==> src/rtl/cond_flag_stage_if.sv <==
// cond_flag_stage_if: op, ALU and writeback signals between the ALU stage and cond_flag_stage
//   in_valid, cond[3:0], flag_w[1:0], pcs, reg_w, mem_w, alu_result[N-1:0], alu_flags[3:0] : upstream -> stage
//   flags[3:0], cond_ex, out_valid, result_q[N-1:0], pc_src_q, reg_write_q, mem_write_q   : stage -> downstream
interface cond_flag_stage_if #(parameter int N = 8);
   logic         in_valid;
   logic [3:0]   cond;
   logic [1:0]   flag_w;
   logic         pcs;
   logic         reg_w;
   logic         mem_w;
   logic [N-1:0] alu_result;
   logic [3:0]   alu_flags;
   logic [3:0]   flags;
   logic         cond_ex;
   logic         out_valid;
   logic [N-1:0] result_q;
   logic         pc_src_q;
   logic         reg_write_q;
   logic         mem_write_q;
   modport master (
      output in_valid, cond, flag_w, pcs, reg_w, mem_w, alu_result, alu_flags,
      input  flags, cond_ex, out_valid, result_q, pc_src_q, reg_write_q, mem_write_q
   );
   modport slave (
      input  in_valid, cond, flag_w, pcs, reg_w, mem_w, alu_result, alu_flags,
      output flags, cond_ex, out_valid, result_q, pc_src_q, reg_write_q, mem_write_q
   );
endinterface

==> src/rtl/cond_flag_stage.sv <==
// cond_flag_stage: NZCV flag register, condition evaluation and gated writeback register
//   clk, reset (sync, active-high) : plain ports
//   bus (slave)                    : op controls and ALU outputs in, flags/cond_ex/writeback fields out
module cond_flag_stage #(
   parameter int N = 8
) (
   input logic              clk,
   input logic              reset,
   cond_flag_stage_if.slave bus
);
   logic [3:0]   r_flags;
   logic         r_valid;
   logic [N-1:0] r_result;
   logic         r_pc_src;
   logic         r_reg_write;
   logic         r_mem_write;
   logic         w_base;
   logic         w_pass;
   logic         w_ex;
   logic         w_n, w_z, w_c, w_v;
   assign {w_n, w_z, w_c, w_v} = r_flags;
   // Codes come in true/inverted pairs on cond[0]; 111x is always-pass.
   always_comb begin
      w_base = 1'b1;
      case (bus.cond[3:1])
         3'd0: w_base = w_z;
         3'd1: w_base = w_c;
         3'd2: w_base = w_n;
         3'd3: w_base = w_v;
         3'd4: w_base = ~w_z & w_c;
         3'd5: w_base = w_n == w_v;
         3'd6: w_base = ~w_z & (w_n == w_v);
         default: w_base = 1'b1;
      endcase
      w_pass = (bus.cond[3:1] == 3'b111) ? 1'b1 : w_base ^ bus.cond[0];
   end
   assign w_ex = w_pass & bus.in_valid;
   always_ff @(posedge clk) begin
      if (reset) begin
         r_flags     <= 4'b0000;
         r_valid     <= 1'b0;
         r_result    <= '0;
         r_pc_src    <= 1'b0;
         r_reg_write <= 1'b0;
         r_mem_write <= 1'b0;
      end else begin
         r_valid     <= bus.in_valid;
         r_pc_src    <= bus.pcs & w_ex;
         r_reg_write <= bus.reg_w & w_ex;
         r_mem_write <= bus.mem_w & w_ex;
         if (bus.in_valid) r_result <= bus.alu_result;
         if (bus.flag_w[1] & w_ex) r_flags[3:2] <= bus.alu_flags[3:2];
         if (bus.flag_w[0] & w_ex) r_flags[1:0] <= bus.alu_flags[1:0];
      end
   end
   assign bus.flags       = r_flags;
   assign bus.cond_ex     = w_ex;
   assign bus.out_valid   = r_valid;
   assign bus.result_q    = r_result;
   assign bus.pc_src_q    = r_pc_src;
   assign bus.reg_write_q = r_reg_write;
   assign bus.mem_write_q = r_mem_write;
endmodule
==> src/flat_wrapper.sv <==
// flat-port wrapper written by rule: the top's interface ports become plain ports
module cond_flag_stage_flat 
#(
   parameter int N = 8
)
  (clk, reset, bus_in_valid, bus_cond, bus_flag_w, bus_pcs, bus_reg_w, bus_mem_w, bus_alu_result, bus_alu_flags, bus_flags, bus_cond_ex, bus_out_valid, bus_result_q, bus_pc_src_q, bus_reg_write_q, bus_mem_write_q);
  cond_flag_stage_if #(.N(N)) bus_i ();
  input logic clk;
  input logic reset;
  input wire logic [$bits(bus_i.in_valid)-1:0] bus_in_valid;
  input wire logic [$bits(bus_i.cond)-1:0] bus_cond;
  input wire logic [$bits(bus_i.flag_w)-1:0] bus_flag_w;
  input wire logic [$bits(bus_i.pcs)-1:0] bus_pcs;
  input wire logic [$bits(bus_i.reg_w)-1:0] bus_reg_w;
  input wire logic [$bits(bus_i.mem_w)-1:0] bus_mem_w;
  input wire logic [$bits(bus_i.alu_result)-1:0] bus_alu_result;
  input wire logic [$bits(bus_i.alu_flags)-1:0] bus_alu_flags;
  output wire logic [$bits(bus_i.flags)-1:0] bus_flags;
  output wire logic [$bits(bus_i.cond_ex)-1:0] bus_cond_ex;
  output wire logic [$bits(bus_i.out_valid)-1:0] bus_out_valid;
  output wire logic [$bits(bus_i.result_q)-1:0] bus_result_q;
  output wire logic [$bits(bus_i.pc_src_q)-1:0] bus_pc_src_q;
  output wire logic [$bits(bus_i.reg_write_q)-1:0] bus_reg_write_q;
  output wire logic [$bits(bus_i.mem_write_q)-1:0] bus_mem_write_q;
  assign bus_i.in_valid = bus_in_valid;
  assign bus_i.cond = bus_cond;
  assign bus_i.flag_w = bus_flag_w;
  assign bus_i.pcs = bus_pcs;
  assign bus_i.reg_w = bus_reg_w;
  assign bus_i.mem_w = bus_mem_w;
  assign bus_i.alu_result = bus_alu_result;
  assign bus_i.alu_flags = bus_alu_flags;
  assign bus_flags = bus_i.flags;
  assign bus_cond_ex = bus_i.cond_ex;
  assign bus_out_valid = bus_i.out_valid;
  assign bus_result_q = bus_i.result_q;
  assign bus_pc_src_q = bus_i.pc_src_q;
  assign bus_reg_write_q = bus_i.reg_write_q;
  assign bus_mem_write_q = bus_i.mem_write_q;
  cond_flag_stage #(.N(N)) u_core (.clk(clk), .reset(reset), .bus(bus_i));
endmodule
==> config.mk <==
export PLATFORM = sky130hd
export DESIGN_NAME = cond_flag_stage_flat
export DESIGN_NICKNAME = d
export VERILOG_FILES = /design/src/rtl/cond_flag_stage_if.sv /design/src/rtl/cond_flag_stage.sv /design/src/flat_wrapper.sv
export SDC_FILE = /design/constraint.sdc
export NUM_CORES = 1
export LEC_CHECK = 0
export CAP_MARGIN = 20
export CORE_MARGIN = 4
export CORE_UTILIZATION = 37
export CTS_CLUSTER_SIZE = 8
export DETAILED_ROUTE_END_ITERATION = 8
export HOLD_SLACK_MARGIN = 0.05
export PLACE_DENSITY = 0.78
export SETUP_SLACK_MARGIN = 0.2
export SLEW_MARGIN = 0
export SYNTH_ARGS = -nofsm -noshare
export SYNTH_HDL_FRONTEND = slang
export SYNTH_SLANG_ARGS = --single-unit
export TNS_END_PERCENT = 1
==> constraint.sdc <==
create_clock -name clk -period 1.7 [get_ports clk]
set_input_delay 0.255 -clock clk [delete_from_list [all_inputs] [get_ports clk]]
set_output_delay 0.255 -clock clk [all_outputs]
set_load 0.005 [all_outputs]
==> metrics.md, run 1 <==
| Metric | Value |
|---|---|
| # diodes | `0` |
| Overall Global Routing Usage | `0.1793` |
| Final count of hold timing violations | `0` |
| Max layer used | `met4` |
| First-pass GRT wire length | `3636 um` |
| Io pins | `between 40 and 50` |
| Worst Slack Setup Final | `-0.2154 ns` |
| Die height | `53.38 um` |
| Final Net Count | `159` |
| Bufs on Longest Clock Path | `2` |
| Synth warn | `0` |
| Num CTS Buffers | `3` |
| Area of the multi-input gates | `~480 um2` |
| Syn Nets | `roughly 100` |
| Fillcell total | `174` |
| Die ar. | `2849 um2` |
| Crit path max fanout | `6` |
| Fin area | `around 1400 um2` |
| Tmin final | `between 1.5 and 2 ns` |
| Failing checks | `setup timing` |
| Max VDD drop | `between 500 and 600 uV` |
| Placed inst area | `~1300 um2` |
| Final WL | `2167 um` |
| Final Total Pwr | `slightly above 900 uW` |
| Vias in the first global route | `854` |
| Crit. End Element | `primary output` |
| Count of different cell masters after synthesis | `22` |
| Critical setup path kind | `input pin to primary output` |
| Avg Inst Size Synth | `9.645 um2` |
| Clock latency at the later pin of the worst-skew pair | `0.29 ns` |
| Die width | `~53 um` |
| DRC viols | `0` |
| Antenna Nets Post-Route | `0` |
| Sequential area share after synthesis | `0.4204` |
| Initial Util | `0.3884` |
| Fmax | `approximately 520 MHz` |
| Finish-stage setup viols | `1` |
| PwrDens | `~660 nW/um2` |
| Max-Cap Viols | `0` |
| WP data required | `about 1.4 ns` |
| GP Congestion | `0.6745` |
| CTS tree | `built` |
| CTS clock-pin slew for the worst setup and hold paths | `approximately 0.08 ns` |
| Area grow syn2layout | `81.61%` |
| Pins over their slew limit | `0` |
| Final Skew | `0.0002857 ns` |
| Via density | `4.863` |
| Family with the most delay on the worst path | `buffers and inverters` |
| WL met1 | `around 760 um` |
| CTS root buffer | `clkbuf_4` |
| Leak | `0.0006044 uW` |
| Metal2 WL | `1149 um` |
| Period utilization | `1.127` |
| RSZ-0062 raised after global routing | `true` |
| Status | `finished, violations left` |
| First-pass iteration count of the detailed router | `2` |
| Storage element area | `~330 um2` |
| Element type at the critical path start | `input pin` |
| Mean routed wirelength per cell | `between 10 and 15 um` |
| Dpl ws | `-0.8265 ns` |
| Initial antenna violation count | `0` |
| Worst Path Buf+Inv | `4` |
| Synth Instances | `79` |
| Post-DP HPWL | `1676 um` |
| Drt first-iter violations | `1` |
| Worst-Margin Slew | `roughly 0.36 ns` |
| Overflow after GRT | `0` |
| Placeable Area | `1962 um2` |
| FF+latch count, synth | `16` |
| Slowest stage delay, CP | `0.43 ns` |
| Port buffer count | `40` |
| Num rows | `16` |
| Worst rel slew slack | `0.7606` |
| Final Core Density | `0.7054` |
| Clock sinks | `16` |
| H-tree levels | `1` |
| Worst path arrival time | `1.66 ns` |
| Critical-path top delay cell | `o41ai_4` |
| Via count | `783` |
| Worst Hold Class | `register to register` |
| Largest net degree at the start of global routing | `15` |
| DR WL met3 | `223 um` |
| Critical-path cell list | `dlygate4sd2_1 > buf_4 > o41ai_4 > or2_4 > o221a_4 > inv_2 > buf_6` |
| Post-CTS Hold Fix Bufs | `0` |
| Layout cell share with drive strength beyond 1 | `0.2612` |
| Synthesized area | `762.0 um2` |
## final cells by class
class	count	area share
Clock buffer	4	0.02622
Inverter	3	0.008137
Multi-Input combinational cell	57	0.3436
Sequential cell	16	0.2369
Tap cell	27	0.02441
Timing Repair Buffer	54	0.3608
## stage by stage
step | TNS [ns] | hold WS [ns] | instances
global placement | -3.509 | 0.4713 | 155
CTS | -0.2596 | 0.5133 | 160
detailed placement | -3.942 | 0.4913 | 155
finish | -0.2154 | 0.5062 | 161
floorplan | 0 | 0.3997 | 79
global route | -0.2698 | 0.5251 | 161
## cell usage in the layout (no fill, tap or decap), types with 2 or more instances in the layout
cell and count:
nor3b_2 2, nand2_1 3, nor2_1 10, clkbuf_4 3, dfxtp_1 12, mux2i_1 14
o221a_2 2, dfxtp_2 3, o211ai_1 2, nand3_1 2, dlygate4sd2_1 6, inv_1 2
buf_4 14, clkdlybuf4s50_1 33, nand2b_1 10
## worst min-delay path: cells and delay by family, from the launching register on
kind	cells	cell delay, ns
simple gates	1	0.07
mux	1	0.07
flops	1	0.34
## Yosys cell counts
master	instances	area, um2
nand2_1	3	11.26
a22o_1	1	8.760
nor2_1	10	37.54
a32oi_1	1	8.760
or3b_1	1	8.760
a21oi_2	1	8.760
clkbuf_1	2	7.510
buf_2	1	5.000
o41ai_1	1	8.760
dfxtp_1	16	320.3
mux2i_1	14	140.1
nor2b_1	1	6.260
or2_2	1	6.260
a221oi_2	1	15.01
nand3_1	2	10.01
o221a_2	3	33.78
inv_1	3	11.26
o21ai_0	1	5.000
xor2_1	1	8.760
nor3b_1	3	22.52
nand2b_1	10	62.56
o211ai_1	2	15.01
## what timing repair did
item                       CTS  global route
hold endpoints to repair     0             0
pin swaps                    4             4
resized for setup           22             0
setup endpoints to repair   12             8
buffers inserted             1             1
## power breakdown
part	switching (uW)	leakage, uW	internal [uW]
clock	117	0.0000210	131
sequential	13.3	0.000134	396
combinational	94.6	0.000450	162
## per-layer routing
layer / vias up / track usage
li1: 387 / -
met1: 363 / 0.1746
met2: 28 / 0.3286
met3: 5 / 0.07042
met4: 0 / 0.07660
met5: - / 0
## logic make-up (layout without fill, tap and decap cells)
group / after synthesis / in the layout / share of synthesized area
and+or+nand+nor: 31 / 31 / 0.2168
DFF: 16 / 16 / 0.4204
muxes: 14 / 14 / 0.1839
AOI/OAI and AO/OA: 11 / 11 / 0.1363
buffers and inverters: 6 / 61 / 0.03120
xor gates and xnor gates: 1 / 1 / 0.01150
## flip-flops by register name, summed over array words and instances, names as in the netlist
signal                  count
u_core.bus.flags            4
u_core.bus.mem_write_q      1
u_core.bus.out_valid        1
u_core.bus.pc_src_q         1
u_core.bus.result_q         8
u_core.bus.reg_write_q      1
## worst paths after layout
check	cells past startpoint	from	slack, ns	endpoint
hold / removal	2	u_core.bus.result_q[6]	0.51	u_core.bus.result_q[6]
hold reg to reg	2	u_core.bus.result_q[6]	0.51	u_core.bus.result_q[6]
setup reg to reg	6	u_core.bus.flags[2]	0.08	u_core.bus.flags[0]
setup / recovery	7	bus_cond[2]	-0.22	bus_cond_ex
(Power assumes the default switching activity.)
==> inputs of run 2 (changes only) <==
--- a/config.mk
+++ b/config.mk
@@ -6,11 +6,9 @@
 export NUM_CORES = 1
 export LEC_CHECK = 0
 export CAP_MARGIN = 20
-export CORE_MARGIN = 4
 export CORE_UTILIZATION = 37
 export CTS_CLUSTER_SIZE = 8
 export DETAILED_ROUTE_END_ITERATION = 8
-export HOLD_SLACK_MARGIN = 0.05
 export PLACE_DENSITY = 0.78
 export SETUP_SLACK_MARGIN = 0.2
 export SLEW_MARGIN = 0
==> metrics.md, run 2 (synthesis gave the netlist of run 1 again) <==
| Metric | Value |
|---|---|
| Status | `finished, violations left` |
| Failing checks | `setup timing` |
| First-pass iteration count of the detailed router | `4` |
| Placeable Area | `a little under 2000 um2` |
| Die height | `47.38 um` |
| # diodes | `0` |
| Post-DP HPWL | `1625 um` |
| Crit path max fanout | `4` |
| Most frequent cells in the layout | `clkdlybuf4s50_1 (32), buf_4 (22), mux2i_1 (13), dfxtp_1 (12)` |
| Final Net Count | `~170` |
| Overflow after GRT | `0` |
| Comb pwr share | `0.299` |
| Post-CTS Hold Fix Bufs | `0` |
| H-tree levels | `1` |
| Final WL | `~2300 um` |
| Worst Slack Setup Final | `-0.2314 ns` |
| Pins over their slew limit | `0` |
| CTS tree | `built` |
| Tmin final | `1.931 ns` |
| Family with the most delay on the worst path | `simple AND/OR/NAND/NOR gates` |
| Finish-stage setup viols | `5` |
| Layout cell share with drive strength beyond 1 | `0.3191` |
| Max VDD drop | `636.1 uV` |
| Area grow syn2layout | `90.48%` |
| Die width | `47.38 um` |
| Crit. End Element | `primary output` |
| Global routing met3 resource utilization | `0.06923` |
| Period utilization | `1.136` |
| Via density | `4.940` |
| Worst Path Buf+Inv | `2` |
| Worst path arrival time | `between 1.5 and 2 ns` |
| Critical-path cell list | `or3b_4 > a21oi_4 > or2_4 > o221a_4 > inv_2 > buf_6` |
| Port buffer count | `40` |
| Vias in the first global route | `around 780` |
| Setup_tns | `-0.4268 ns` |
| Largest net degree at the start of global routing | `15` |
| Fmax | `between 500 and 600 MHz` |
| Slowest stage delay, CP | `0.38 ns` |
| Worst slack on hold paths | `about 0.51 ns` |
| RSZ-0062 raised after global routing | `true` |
| Worst rel slew slack | `0.7102` |
| Leak | `0.0006475 uW` |
| GP Congestion | `0.8111` |
| Met1 usage | `0.2037` |
| Gr busiest metal | `met2` |
| Number of cells on the critical path | `6` |
| Initial antenna violation count | `0` |
| PwrDens | `654.9 nW/um2` |
| Overall Global Routing Usage | `0.2075` |
| Initial Util | `0.3924` |
| DRC viols | `0` |
| Final count of hold timing violations | `0` |
| Io pins | `41` |
| Mean routed wirelength per cell | `13.58 um` |
| Via count | `830` |
| Drt first-iter violations | `18` |
| WHS Path Cells | `2` |
| CTS root buffer | `clkbuf_4` |
| Final Skew | `0.001581 ns` |
| Num CTS Buffers | `3` |
| Clock sinks | `16` |
| Worst Hold Class | `register to register` |
| CTS clock-pin slew for the worst setup and hold paths | `0.09 ns` |
| Clock latency at the later pin of the worst-skew pair | `0.29 ns` |
| Antenna Nets Post-Route | `0` |
| Fillcell total | `between 150 and 200` |
| Critical-path top delay cell | `dfxtp_4` |
| Sequential Power Share | `0.431` |
| GR Layer Usage met2 | `0.4164` |
| Worst-Margin Slew | `0.4334 ns` |
| Die ar. | `2245 um2` |
| Max reg flops | `8` |
| Switching Fraction | `0.2566` |
| First-pass GRT wire length | `3229 um` |
| Fin area | `1451 um2` |
| Num rows | `16` |
| Net Sw Power | `243.9 uW` |
| Final Core Density | `0.7474` |
| Dpl ws | `-0.8244 ns` |
| Commonest non-fill, non-tap cell in the layout | `clkdlybuf4s50_1` |
| Max-Cap Viols | `0` |
| Critical setup path kind | `register to primary output` |
| Element type at the critical path start | `register` |
| Bufs on Longest Clock Path | `2` |
| Pint | `706.6 uW` |
| Reg2Reg Depth | `9` |
| Clock network power share | `0.271` |
| Placed inst area | `1313 um2` |
| WP data required | `1.44 ns` |
run 2: final timing paths:
check,from,endpoint,slack [ns]
setup reg to reg,u_core.bus.flags[2],u_core.bus.flags[2],-0.09
hold reg to reg,u_core.bus.result_q[4],u_core.bus.result_q[4],0.51
setup / recovery,u_core.bus.flags[2],bus_cond_ex,-0.23
hold / removal,u_core.bus.result_q[4],u_core.bus.result_q[4],0.51
run 2: worst register-to-register path, stage by stage (launching register included):
cell	delay, ns
dfxtp_4	0.38
or3b_4	0.39
a21oi_4	0.16
buf_4	0.13
buf_4	0.10
buf_4	0.09
buf_4	0.09
o211ai_1	0.07
o221a_2	0.17
mux2i_1	0.12
run 2: final cells by class:
cell class / instances / area (um2) / share of cell area
Clock buffer: 4 / 36.28 / 0.02500
Inverter: 3 / 11.26 / 0.007759
Multi-Input combinational cell: 57 / 481.7 / 0.3319
Sequential cell: 16 / 335.3 / 0.2310
Tap cell: 27 / 33.78 / 0.02328
Timing Repair Buffer: 61 / 553.0 / 0.3810
run 2: power by group through the flow:
| stage | sequential, uW | combinational, uW | clock [uW] |
|---|---|---|---|
| after detailed placement | 418 | 246 | 0 |
| final | 409 | 284 | 257 |
| after global routing | 412 | 304 | 271 |
| after floorplan | 420 | 92.1 | 0 |
| after CTS | 410 | 269 | 261 |
| after global placement | 418 | 239 | 0 |
run 2: metal layers:
| layer | part of all wire | vias up |
|---|---|---|
| li1 | - | 402 |
| met1 | 0.38 | 394 |
| met2 | 0.54 | 32 |
| met3 | 0.074 | 2 |
| met4 | 0.0031 | 0 |
| met5 | 0 | - |
run 2: repair_timing:
action | in CTS | in global routing
resized for setup | 20 | 8
buffers inserted | 4 | 4
pin swaps | 5 | 7
endpoints found under the hold margin | 0 | 0
endpoints found under the setup margin | 12 | 9
run 2: stage by stage:
step                      instances  power (uW)
after floorplan                  79       511.8
after global placement          156       656.9
after detailed placement        156       664.1
after CTS                       164       939.5
after global routing            168       987.1
final                           168       950.5
